<file path="src/rtl/dna_word_serializer.sv">
// rtl/dna_word_serializer.sv - decodes complemented DNA words and streams bases one per cycle (option: DNA_MSB_FIRST_EN)
module dna_word_serializer #(
    parameter int N = 4
) (
    input  logic             clk,
    input  logic             rst,
    input  logic [2*N-1:0]   word_in,
    input  logic             word_valid,
    output logic             word_ready,
    output logic [1:0]       base_out,
    output logic             base_valid,
    input  logic             base_ready,
    output logic             base_last
);

    localparam int IW = (N > 1) ? $clog2(N) : 1;
    localparam logic [IW-1:0] LAST_SEQ = IW'(N - 1);

    typedef enum logic {
        IDLE,
        SEND
    } state_t;

    state_t           r_state;
    logic [2*N-1:0]   r_word;
    logic [IW-1:0]    r_idx;

    logic [2*N-1:0]   w_decoded;
    logic [IW-1:0]    w_idx_next;
    logic             w_take;
    logic             w_final;
    logic             w_accept;

    // Map an emission slot (0 = first digit sent) to the digit it carries.
    function automatic logic [1:0] pick(input logic [2*N-1:0] w, input logic [IW-1:0] seq);
        int          pos;
        logic [1:0]  d;
`ifdef DNA_MSB_FIRST_EN
        pos = N - 1 - int'(seq);
`else
        pos = int'(seq);
`endif
        d = 2'b00;
        for (int i = 0; i < N; i++) begin
            if (i == pos) begin
                d = w[2*i +: 2];
            end
        end
        return d;
    endfunction

    // Complement decode is its own inverse: flipping the low bit of each digit.
    always_comb begin
        w_decoded = '0;
        for (int i = 0; i < N; i++) begin
            w_decoded[2*i +: 2] = {word_in[2*i+1], ~word_in[2*i]};
        end
    end

    assign w_take     = base_valid & base_ready;
    assign w_final    = w_take & base_last;
    assign w_idx_next = r_idx + IW'(1);
    assign word_ready = !rst & ((r_state == IDLE) | w_final);
    assign w_accept   = word_valid & word_ready;

    // Word capture, digit sequencing and registered stream outputs.
    always_ff @(posedge clk) begin
        if (rst) begin
            r_state    <= IDLE;
            r_word     <= '0;
            r_idx      <= '0;
            base_out   <= 2'b00;
            base_valid <= 1'b0;
            base_last  <= 1'b0;
        end else if (w_accept) begin
            r_state    <= SEND;
            r_word     <= w_decoded;
            r_idx      <= '0;
            base_out   <= pick(w_decoded, IW'(0));
            base_valid <= 1'b1;
            base_last  <= (LAST_SEQ == IW'(0));
        end else if (w_take) begin
            if (base_last) begin
                r_state    <= IDLE;
                r_idx      <= '0;
                base_valid <= 1'b0;
                base_last  <= 1'b0;
            end else begin
                r_idx      <= w_idx_next;
                base_out   <= pick(r_word, w_idx_next);
                base_last  <= (w_idx_next == LAST_SEQ);
            end
        end
    end

endmodule

</file>
<file path="config.mk">
export PLATFORM = sky130hd
export DESIGN_NAME = dna_word_serializer
export DESIGN_NICKNAME = d
export VERILOG_FILES = /design/src/rtl/dna_word_serializer.sv
export SDC_FILE = /design/constraint.sdc
export NUM_CORES = 1
export LEC_CHECK = 0
export BUFFER_PORTS_ARGS = -buffer_cell sky130_fd_sc_hd__buf_4
export CAP_MARGIN = 20
export CORE_UTILIZATION = 37
export DETAILED_ROUTE_END_ITERATION = 8
export HOLD_SLACK_MARGIN = 0.03
export PLACE_DENSITY_LB_ADDON = 0.08
export SETUP_SLACK_MARGIN = 0.05
export SYNTH_ARGS = -nofsm -noshare
export SYNTH_HDL_FRONTEND = slang
export SYNTH_SLANG_ARGS = --single-unit
export TNS_END_PERCENT = 20
</file>
<file path="constraint.sdc">
create_clock -name clk -period 2.02 [get_ports clk]
set_input_delay 0.303 -clock clk [delete_from_list [all_inputs] [get_ports clk]]
set_output_delay 0.303 -clock clk [all_outputs]
set_load 0.02 [all_outputs]
</file>
==> results.json <==
{
  "muxShareOfSynthArea_pct": 0,
  "post_cts_buffers": 0,
  "grt_usage_pct": 16.1,
  "status": "completed",
  "max_slew_margin_pct": 72.8,
  "synth_area_um2": 704,
  "dieWidth_um": 45.6,
  "synth_top_family_by_area": "simple AND/OR/NAND/NOR gates",
  "n_antenna_cell": 0,
  "yosys.area_share.xor_xnor_pct": 0,
  "fp.dieArea_um2": 2080,
  "drt-wirelength-per-cell_um": 11.2,
  "period_share_pct": 78.0,
  "hold_buffers": 0,
  "synth_nets": 97,
  "rsz0062_at_grt": "false",
  "ant_nets": 0,
  "ys_seq_area_share_pct": 39.8,
  "grt_pass1_wl_mm": 2.42,
  "synth_cells": 81,
  "hpwl_mm": 1.03,
  "globalplace.congestion": 0.776,
  "p_leak_nw": 0.338,
  "cts_inserted_buffers": 3,
  "path_clk_slew_ns": 0.08,
  "drive_above_1_share_pct": 22.7,
  "area_delta_synth_final_pct": 22.7,
  "cts.htree.levels": 1,
  "finClkSkew_ns": 0.00338,
  "ctsResizeCount": 0,
  "clock-sinks": 14,
  "design_area_um2": 865,
  "die_h_um": 45.6,
  "ios": 17,
  "max_freq_mhz": 635,
  "worst-path-max-fanout": 5,
  "cp_data_arrival_time_ns": 1.76,
  "vdd_drop_max_mv": 0.448,
  "globalRouteOverflowTotal": 0,
  "dr.first_iter.drc_count": 5,
  "synth_compound_area_share_pct": 22.7,
  "io_buffers": 16,
  "fp-row-count": 15,
  "fin_ws_ns": 0.445,
  "synth-simple-area-share_pct": 26.8,
  "cts_tree": "built",
  "yosysWarnings": 0,
  "avgSynthCellArea_um2": 8.70,
  "drv_cap": 0,
  "wl_met3_um": 62,
  "routed_wl_mm": 1.37,
  "grt_max_degree": 20,
  "core_area_um2": 1760,
  "cellPowerDensity_nw_per_um2": 637,
  "post-route-util_pct": 49.0,
  "place_area_um2": 842,
  "root_buffer": "clkbuf_4",
  "grt_pass1_vias": 579,
  "finalSetupTns_ns": 0,
  "antenna_found_initial": 0,
  "p_total_uw": 551,
  "m1WireLength_um": 652,
  "clock_latency_ns": 0.27,
  "viasPerCell": 5.07,
  "worst_pin_slew_ns": 0.407,
  "route.met2.wl_um": 645,
  "path_class": "register to register",
  "top_layer": "met4",
  "min_path_type": "primary input to register",
  "clk_path_buf_depth": 2,
  "place_ws_ns": 0.445,
  "slew_viol_final": 0,
  "synth_cell_types": 28,
  "drcViolationCount": 0,
  "cp-start-kind": "register",
  "start_util_pct": 39.9,
  "setup_viol": 0,
  "ys_ff_latch": 14,
  "final_hold_viol_count": 0,
  "nNetsFinal": 115,
  "post-route-min-period_ns": 1.58,
  "synth_adder_area_share_pct": 7.10,
  "cp_data_required_time_ns": 2.21,
  "critPathCaptureType": "register",
  "first_pass_iters": 2,
  "num_vias": 618
}
## metal layers
layer	GRT usage, %	vias to the layer above
met2	26.0	12
met1	20.3	284
li1	-	320
met3	4.76	2
met5	0	-
met4	5.45	0
## synthesized netlist by cell type (all sizes together)
cell     n  area (um^2)
o21ai    4         20.0
a221o    1         10.0
a311oi   1         8.76
nand2b   6         40.0
nor2     9         41.3
a31oi    1         6.26
o31ai    1         7.51
nor2b    2         12.5
a21boi   1         18.8
buf      2         10.0
a211oi   4         30.0
ha       4         50.1
or2b     1         7.51
inv      3         11.3
nor3b    2         15.0
a21oi    6         30.0
o22ai    1         6.26
and3b    1         8.76
nand3b   1         7.51
nand2    6         22.5
dfxtp   14          280
o21bai   2         15.0
nand4b   1         8.76
nor3     5         25.0
o21a     1         7.51
clkbuf   1         3.75
## state kept, by name, summed over array words and instances, names as in the netlist
register	cells
base_out	2
r_state	1
r_word	8
base_last	1
r_idx	2
## critical path: stages (launching register included)
cell and delay (ns):
dfxtp_1 0.37, inv_1 0.08, ha_1 0.23, and3b_1 0.22, a21oi_1 0.04, a221o_1 0.31
a311oi_1 0.24
## path summary, 6_finish.rpt
check | startpoint | end | slack, ns | depth (start not counted)
worst min-delay path | word_in[4] | r_word[4] | 0.20 | 2
worst max-delay path | r_idx[1] | base_out[1] | 0.44 | 6
worst max register to register | r_idx[1] | base_out[1] | 0.44 | 6
worst min register to register | r_word[7] | r_word[7] | 0.48 | 2
## layout by cell type, fill, tap and decap left out, types with 2 or more instances in the layout
| master | count |
|---|---|
| buf_4 | 16 |
| dfxtp_1 | 14 |
| nor2_1 | 8 |
| nand2_1 | 6 |
| a21oi_1 | 6 |
| nand2b_1 | 5 |
| nor3_1 | 5 |
| o21ai_0 | 4 |
| a211oi_1 | 4 |
| ha_1 | 4 |
| inv_1 | 3 |
| clkbuf_4 | 3 |
| o21bai_1 | 2 |
| nor2b_1 | 2 |
| nor3b_1 | 2 |
## per-stage QoR
stage | hold slack (ns) | std cells
after CTS | 0.191 | 122
after global routing | 0.189 | 122
after detailed placement | 0.471 | 119
after global placement | 0.470 | 119
after floorplan | 0.399 | 81
final | 0.200 | 122
## where the power goes
group	total [mW]	internal [mW]	switching [mW]
registers	0.303	0.292	0.0105
clock network	0.151	0.0690	0.0816
logic	0.0973	0.0488	0.0485
total	0.551	0.410	0.141
## cell type report
class,count,area (um^2)
fillers,205,900
well taps,25,31.3
clock buffers,3,22.5
inverters,3,11.3
flip-flops and latches,14,280
repair buffers,16,120
multi-input cells,61,399
## cell families (layout without fill, tap and decap cells)
group | Yosys count | after routing
AND/OR/NAND/NOR | 34 | 34
AO/OA/AOI/OAI | 23 | 23
flip-flops | 14 | 14
buffers and inverters | 6 | 22
adder cells (fa/ha/maj) | 4 | 4
Power figures use the tool's default switching activity.
